File: config.mk
export PLATFORM = sky130hd
export DESIGN_NAME = uart_receiver_flat
export DESIGN_NICKNAME = d
export VERILOG_FILES = /design/src/rtl/uart_receiver_if.sv /design/src/rtl/uart_receiver.sv /design/src/flat_wrapper.sv
export SDC_FILE = /design/constraint.sdc
export NUM_CORES = 1
export LEC_CHECK = 0
export CAP_MARGIN = 20
export CORE_MARGIN = 8
export CORE_UTILIZATION = 61
export CTS_CLUSTER_SIZE = 14
export DETAILED_ROUTE_END_ITERATION = 10
export DONT_BUFFER_PORTS = 1
export PLACE_DENSITY_LB_ADDON = 0.1
export REMOVE_ABC_BUFFERS = 1
export SYNTH_ARGS = -nofsm -noshare
export SYNTH_HDL_FRONTEND = slang
export SYNTH_SLANG_ARGS = --single-unit
File: constraint.sdc
create_clock -name sys_clk -period 1.9 [get_ports sys_clk]
set_input_delay 0.285 -clock sys_clk [delete_from_list [all_inputs] [get_ports sys_clk]]
set_output_delay 0.285 -clock sys_clk [all_outputs]
set_load 0.05 [all_outputs]
File: src/rtl/uart_receiver_if.sv
// Receive-side signal bundle for uart_receiver: baud strobe, serial line,
// consumer handshake and status flags.
interface uart_receiver_if;
    logic       rx_clk_en;
    logic       uart_rx;
    logic       rx_ack;
    logic [7:0] rx_data;
    logic       rx_valid;
    logic       frame_err;
    logic       overrun;
    logic       busy;

    modport master (
        input  rx_clk_en,
        input  uart_rx,
        input  rx_ack,
        output rx_data,
        output rx_valid,
        output frame_err,
        output overrun,
        output busy
    );

    modport slave (
        output rx_clk_en,
        output uart_rx,
        output rx_ack,
        input  rx_data,
        input  rx_valid,
        input  frame_err,
        input  overrun,
        input  busy
    );
endinterface

File: src/rtl/uart_receiver.sv
// 8N1 UART receiver: synchronises the line, samples bit centres on an
// oversampled tick and hands bytes out through a valid/ack holding register.
module uart_receiver #(
    parameter int unsigned OVERSAMPLE = 16
) (
    input  logic            sys_clk,
    input  logic            rst,
    uart_receiver_if.master rx
);
    localparam int unsigned TW = $clog2(OVERSAMPLE);
    localparam logic [TW-1:0] HALF_LAST = TW'(OVERSAMPLE / 2 - 1);
    localparam logic [TW-1:0] FULL_LAST = TW'(OVERSAMPLE - 1);

    typedef enum logic [2:0] {
        IDLE,
        START,
        DATA,
        STOP,
        RECOVER
    } state_e;

    state_e        state_q, state_d;
    logic          rx_meta_q, rx_s_q;
    logic [TW-1:0] tick_q, tick_d;
    logic [2:0]    bit_q, bit_d;
    logic [7:0]    shreg_q, shreg_d;
    logic [7:0]    data_q, data_d;
    logic          valid_q, valid_d;
    logic          ferr_q, ferr_d;
    logic          ovr_q, ovr_d;
    logic          busy_q;
    logic          deliver;

    always_comb begin
        state_d = state_q;
        tick_d  = tick_q;
        bit_d   = bit_q;
        shreg_d = shreg_q;
        deliver = 1'b0;
        ferr_d  = 1'b0;

        if (rx.rx_clk_en) begin
            case (state_q)
                IDLE: begin
                    if (!rx_s_q) begin
                        state_d = START;
                        tick_d  = '0;
                    end
                end
                START: begin
                    if (tick_q == HALF_LAST) begin
                        if (!rx_s_q) begin
                            state_d = DATA;
                            tick_d  = '0;
                            bit_d   = '0;
                        end else begin
                            state_d = IDLE;
                        end
                    end else begin
                        tick_d = tick_q + 1'b1;
                    end
                end
                DATA: begin
                    if (tick_q == FULL_LAST) begin
                        shreg_d = {rx_s_q, shreg_q[7:1]};
                        tick_d  = '0;
                        bit_d   = bit_q + 1'b1;
                        if (bit_q == 3'd7) begin
                            state_d = STOP;
                        end
                    end else begin
                        tick_d = tick_q + 1'b1;
                    end
                end
                STOP: begin
                    if (tick_q == FULL_LAST) begin
                        tick_d = '0;
                        if (rx_s_q) begin
                            deliver = 1'b1;
                            state_d = IDLE;
                        end else begin
                            ferr_d  = 1'b1;
                            state_d = RECOVER;
                        end
                    end else begin
                        tick_d = tick_q + 1'b1;
                    end
                end
                RECOVER: begin
                    if (rx_s_q) begin
                        state_d = IDLE;
                    end
                end
                default: state_d = RECOVER;
            endcase
        end

        // An ack in the delivery cycle frees the slot so the new byte lands.
        data_d  = data_q;
        valid_d = valid_q;
        ovr_d   = ovr_q;
        if (rx.rx_ack && valid_q) begin
            valid_d = 1'b0;
            ovr_d   = 1'b0;
        end
        if (deliver) begin
            if (!valid_q || rx.rx_ack) begin
                data_d  = shreg_q;
                valid_d = 1'b1;
            end else begin
                ovr_d = 1'b1;
            end
        end
    end

    always_ff @(posedge sys_clk) begin
        if (rst) begin
            rx_meta_q <= 1'b1;
            rx_s_q    <= 1'b1;
            state_q   <= RECOVER;
            tick_q    <= '0;
            bit_q     <= '0;
            shreg_q   <= '0;
            data_q    <= '0;
            valid_q   <= 1'b0;
            ferr_q    <= 1'b0;
            ovr_q     <= 1'b0;
            busy_q    <= 1'b1;
        end else begin
            rx_meta_q <= rx.uart_rx;
            rx_s_q    <= rx_meta_q;
            state_q   <= state_d;
            tick_q    <= tick_d;
            bit_q     <= bit_d;
            shreg_q   <= shreg_d;
            data_q    <= data_d;
            valid_q   <= valid_d;
            ferr_q    <= ferr_d;
            ovr_q     <= ovr_d;
            busy_q    <= (state_d != IDLE);
        end
    end

    assign rx.rx_data   = data_q;
    assign rx.rx_valid  = valid_q;
    assign rx.frame_err = ferr_q;
    assign rx.overrun   = ovr_q;
    assign rx.busy      = busy_q;
endmodule

File: src/flat_wrapper.sv
// flat-port wrapper written by rule: the top's interface ports become plain ports
module uart_receiver_flat 
#(
    parameter int unsigned OVERSAMPLE = 16
)
  (sys_clk, rst, rx_rx_clk_en, rx_uart_rx, rx_rx_ack, rx_rx_data, rx_rx_valid, rx_frame_err, rx_overrun, rx_busy);
  uart_receiver_if rx_i ();
  input  logic sys_clk;
  input  logic rst;
  input wire logic [$bits(rx_i.rx_clk_en)-1:0] rx_rx_clk_en;
  input wire logic [$bits(rx_i.uart_rx)-1:0] rx_uart_rx;
  input wire logic [$bits(rx_i.rx_ack)-1:0] rx_rx_ack;
  output wire logic [$bits(rx_i.rx_data)-1:0] rx_rx_data;
  output wire logic [$bits(rx_i.rx_valid)-1:0] rx_rx_valid;
  output wire logic [$bits(rx_i.frame_err)-1:0] rx_frame_err;
  output wire logic [$bits(rx_i.overrun)-1:0] rx_overrun;
  output wire logic [$bits(rx_i.busy)-1:0] rx_busy;
  assign rx_i.rx_clk_en = rx_rx_clk_en;
  assign rx_i.uart_rx = rx_uart_rx;
  assign rx_i.rx_ack = rx_rx_ack;
  assign rx_rx_data = rx_i.rx_data;
  assign rx_rx_valid = rx_i.rx_valid;
  assign rx_frame_err = rx_i.frame_err;
  assign rx_overrun = rx_i.overrun;
  assign rx_busy = rx_i.busy;
  uart_receiver #(.OVERSAMPLE(OVERSAMPLE)) u_core (.sys_clk(sys_clk), .rst(rst), .rx(rx_i));
endmodule
## Word level (Yosys, flattened, before mapping)

Cells that the tools add are included.

- Bits in registers: 32
- Logic and storage cells: 68

- Add/sub/neg operators: 2
- Bitwise logic cells: 3
- Reduce and logical (&&, ||, !) cells: 13
- Eq/ne operators: 10
- Muxes and demuxes: 29

Operators with widths:

| kind | number |
|---|---|
| 2-to-1 mux 3 bit | 11 |
| one-hot mux 3 bit (5 select lines) | 1 |
| 2-to-1 mux 4 bit | 3 |
| one-hot mux 4 bit (3 select lines) | 1 |
| 2-to-1 mux 1 bit | 11 |
| == test 3 x 2 -> 1 bit, second input constant | 2 |
| == test 3 bit, second input constant | 2 |
| one-hot mux 3 bit (2 select lines) | 1 |
| nonzero test 3 bit | 2 |
| AND reduction 5 bit | 1 |
| adder 4 x 1 -> 4 bit, second input constant | 1 |
| == test 4 x 3 -> 1 bit, second input constant | 1 |
| == test 4 bit, second input constant | 1 |
| != test 2 x 1 -> 1 bit, second input constant | 2 |
| AND reduction 2 bit | 2 |
| OR reduction 4 bit | 1 |
| adder 3 x 1 -> 3 bit, second input constant | 1 |
| == test 3 x 1 -> 1 bit, second input constant | 1 |
| zero test 3 bit | 1 |
| inverter 1 bit | 3 |
| AND reduction 3 bit | 1 |
| 2-to-1 mux 2 bit | 1 |
| != test 2 bit, second input constant | 1 |
| nonzero test 2 bit | 1 |
| other kinds (4) | 4 |

## Logic depth before layout (Yosys ltp)

- Depth after elaboration: 6
- Mapped depth: 6
- Depth with buffers taken out: 6

## Least setup slack after synthesis

OpenSTA, ideal clock, no wires.

- Path type: reg2reg
- Start point: register u_core.tick_q[0]
- End point: register u_core.data_q[6], in the netlist u_core.rx.rx_data[6]
- Cell stages (with the launch flop): 7
- Library setup time: 0.117 ns
- Required time: 1.783 ns
- Arrival time: 1.482 ns
- Slack: 0.301 ns
- Buffers on the path: 1
- Cells stage by stage: dfxtp_1 ha_1 nand4_4 nor4b_2 buf_6 mux2i_1 nor2_1

- Longest elaborated chain between the ends: 5

Ends and longest elaborated chain:

| what | line | text |
|---|---|---|
| from (decl) | uart_receiver.sv:24 | `logic [TW-1:0] tick_q, tick_d;` |
| from (signal assigned) | uart_receiver.sv:133 | `tick_q <= tick_d;` |
| == test 4 bit | uart_receiver.sv:76 | `if (tick_q == FULL_LAST) begin` |
| 2-to-1 mux 1 bit | uart_receiver.sv:76 |  |
| 2-to-1 mux 1 bit | uart_receiver.sv:43 | `case (state_q)` |
| 2-to-1 mux 1 bit | uart_receiver.sv:42 | `if (rx.rx_clk_en) begin` |
| AND reduction 2 bit (no source line) | - |  |
| to (signal assigned) | uart_receiver.sv:136 | `data_q <= data_d;` |
| to (decl) | uart_receiver.sv:27 | `logic [7:0] data_q, data_d;` |

Every way passes these cells.
A chain may end at the register's enable or synchronous reset.

## Final worst setup path

- Start point: register u_core.tick_q[0]
- End point: register u_core.data_q[5], in the netlist u_core.rx.rx_data[5]

Same word-level chain as after synthesis.

==> results.json <==
{
  "ir_worst_vdd_mv": 0.5898,
  "antenna_found_initial": 0,
  "required_ns": 2.11,
  "wl_um": 2947,
  "viasPerCell": 5.995,
  "wl_per_cell_um": 15.93,
  "r2r_end": "u_core.rx.rx_data[5]",
  "cts-buffers-inserted": 5,
  "swShare": 0.2194,
  "post-route-period-util": 0.9328,
  "p_leak_nw": 0.5639,
  "yosysUniqueCellTypes": 38,
  "critPathKind": "flip-flop to flip-flop",
  "p_int_mw": 0.9690,
  "drt_iter0_drc": 92,
  "grt_pass1_vias": 1126,
  "synth_area_leaders": "dfxtp_1 (43%), mux2i_1 (13%), nor2_1 (5.3%), ha_1 (2.5%), nand3_1 (2.4%)",
  "synth_top_area_frac": 0.4346,
  "die_w_um": 65.16,
  "nNetsFinal": 162,
  "grt_usage": 0.1566,
  "pwr_density_cell_mw_per_mm2": 789.2,
  "core_area_mm2": 0.002387,
  "diodes": 0,
  "gr-total-overflow": 0,
  "worstHoldStart": "rst",
  "synth.most_common_cell": "dfxtp_1",
  "syn_inst": 149,
  "synth_top_cell_by_area": "dfxtp_1",
  "numClockSinks": 32,
  "slew_headroom": 0.6350,
  "setup_viol": 0,
  "synthArstFlopShare": 0,
  "reg2reg_from": "u_core.tick_q[0]",
  "grt_max_degree": 28,
  "maxCapViolCount": 0,
  "multi_input_area_um2": 744.5,
  "dpl_cell_area_mm2": 0.001454,
  "grt_pass1_wl_um": 5133,
  "initial_core_util": 0.6174,
  "worst_slew_pin_slew_ns": 0.5468,
  "hpwl_um": 1956,
  "clock_path_buffers": 2,
  "reg2reg_depth": 6,
  "postCtsSetupRepairBufs": 0,
  "switchingPower_mw": 0.2723,
  "p_comb_frac": 0.029,
  "fill_cells": 199,
  "portBuffers": 0,
  "die_area_mm2": 0.004245,
  "utilization": 0.6588,
  "clk_latency_ns": 0.34,
  "period_needed_ns": 1.772,
  "syn_avg_cell_area_um2": 9.892,
  "slew_violations": 0,
  "outcome": "complete, no violations",
  "start_kind": "flip-flop",
  "path_max_fanout": 8,
  "critPathLaunch": "u_core.tick_q[0]",
  "synth_enable_flop_cells": 0,
  "synth-main-ff-cell": "dfxtp_1",
  "hold_depth": 1,
  "drtPass1Iterations": 4,
  "postRouteAntennaNets": 0,
  "ys_seq_area_frac": 0.4346,
  "fmax_ghz": 0.5642,
  "synthTopCellsByCount": "dfxtp_1 (32), nor2_1 (21), mux2i_1 (19)",
  "rrSetupSlack_ns": 0.13,
  "root_buffer": "clkbuf_4",
  "rsz0062_at_grt": "false",
  "regArea_um2": 640.6,
  "whs_endpoint": "u_core.tick_q[0]",
  "ys_warn_count": 0,
  "hold_viol": 0,
  "cts_tree": "built",
  "clkTransAtPathRegs_ns": 0.11,
  "die_h_um": 65.16,
  "arrival_ns": 1.98,
  "final_cell_area_mm2": 0.001573,
  "syn_area_mm2": 0.001474,
  "power_frac_clock": 0.416,
  "cts-htree-levels": 2,
  "power_frac_seq": 0.556,
  "via_count": 1109,
  "final_layout_size_suffix_gt1_frac": 0.1226,
  "holdWs_ns": 0.01191,
  "critPathCaptureType": "flip-flop",
  "hold_class": "primary input to flip-flop",
  "pin_count": 17,
  "drc": 0,
  "rows": 18,
  "place_congestion": 0.8771,
  "fin_skew_ns": 0.01057,
  "ys_seq_elements": 32,
  "syn_to_final_growth_pct": 6.706
}
[through the flow]
step	setup TNS [ns]	std cells	setup slack [ns]	total power, mW
global route	0	185	0.01019	1.287
floorplan	-1.038	139	-0.1297	0.7221
finish	0	185	0.1276	1.241
detailed placement	0	173	0.1237	0.7277
CTS	0	183	0.09643	1.245
global placement	0	173	0.1895	0.7272
[state kept, by name, indices dropped and copies added, names as in the netlist, 3 cells and up]
| register | count |
|---|---|
| u_core.state_q | 3 |
| u_core.rx.rx_data | 8 |
| u_core.bit_q | 3 |
| u_core.shreg_q | 8 |
| u_core.tick_q | 4 |
[routing by layer]
layer,track usage,vias to the layer above,share of wire
li1,-,539,-
met1,0.1670,517,0.40
met2,0.2509,35,0.48
met3,0.05782,18,0.067
met4,0.1144,0,0.047
met5,0,-,0
[worst max-delay path by stage]
stage	slack, ns	depth (start not counted)	to
2_1_floorplan	-0.13	5	u_core.rx.rx_data[0]
3_3_place_gp	0.19	6	u_core.rx.rx_data[4]
3_5_place_dp	0.12	6	u_core.rx.rx_data[5]
4_1_cts	0.1	6	u_core.rx.rx_data[7]
5_1_grt	0.01	6	u_core.rx.rx_data[3]
6_report	0.13	6	u_core.rx.rx_data[5]
[worst max-delay path, stage by stage, from the launching register on]
cell     delay (ns)
dfxtp_1        0.39
ha_2           0.29
nand4_4        0.17
nor4b_2        0.28
buf_4          0.23
mux2i_1        0.22
nor2_1         0.06
[placed cells by master (no fill, tap or decap), types with 2 or more instances in the layout]
master | Yosys | final
nand2_1 | 7 | 7
or2_2 | 2 | 2
mux2i_1 | 19 | 19
o2bb2ai_1 | 2 | 2
dlygate4sd3_1 | 0 | 4
nand2b_1 | 4 | 4
a31oi_1 | 3 | 3
clkbuf_4 | 1 | 5
nand4_1 | 2 | 2
nor3_1 | 4 | 4
a21oi_1 | 5 | 5
xnor2_1 | 2 | 2
o21ai_0 | 5 | 5
dfxtp_1 | 32 | 32
buf_4 | 2 | 4
nor2b_1 | 4 | 4
ha_1 | 3 | 2
nand3_1 | 7 | 7
nor2_1 | 21 | 21
[cell type report]
class | instances | share of cell area
tap | 30 | 0.02387
inverter | 1 | 0.002387
multi-input combinational | 106 | 0.4733
clock inverter | 2 | 0.02228
timing repair buffer | 8 | 0.04455
sequential | 32 | 0.4073
clock buffer | 6 | 0.02625
[cell families after synthesis]
group / count (synthesis) / share of synthesized area
simple gates: 61 / 0.2419
flops: 32 / 0.4346
compound gates: 21 / 0.09508
mux: 19 / 0.1290
buf+inv: 11 / 0.06196
fa+ha+maj: 3 / 0.02547
xor+xnor: 2 / 0.01189
[power by group through the flow]
stage	logic (mW)	registers, mW	clock network, mW
after floorplan	0.0193	0.703	0
after global placement	0.0221	0.705	0
after detailed placement	0.0223	0.705	0
after CTS	0.0282	0.690	0.527
after global routing	0.0389	0.691	0.557
final	0.0356	0.690	0.516
[what timing repair did]
item / in CTS / in global routing
hold buffers: 2 / 2
setup endpoints to repair: 0 / 8
resized for setup: 0 / 1
hold endpoints to repair: 7 / 10
(Power assumes the default switching activity.)
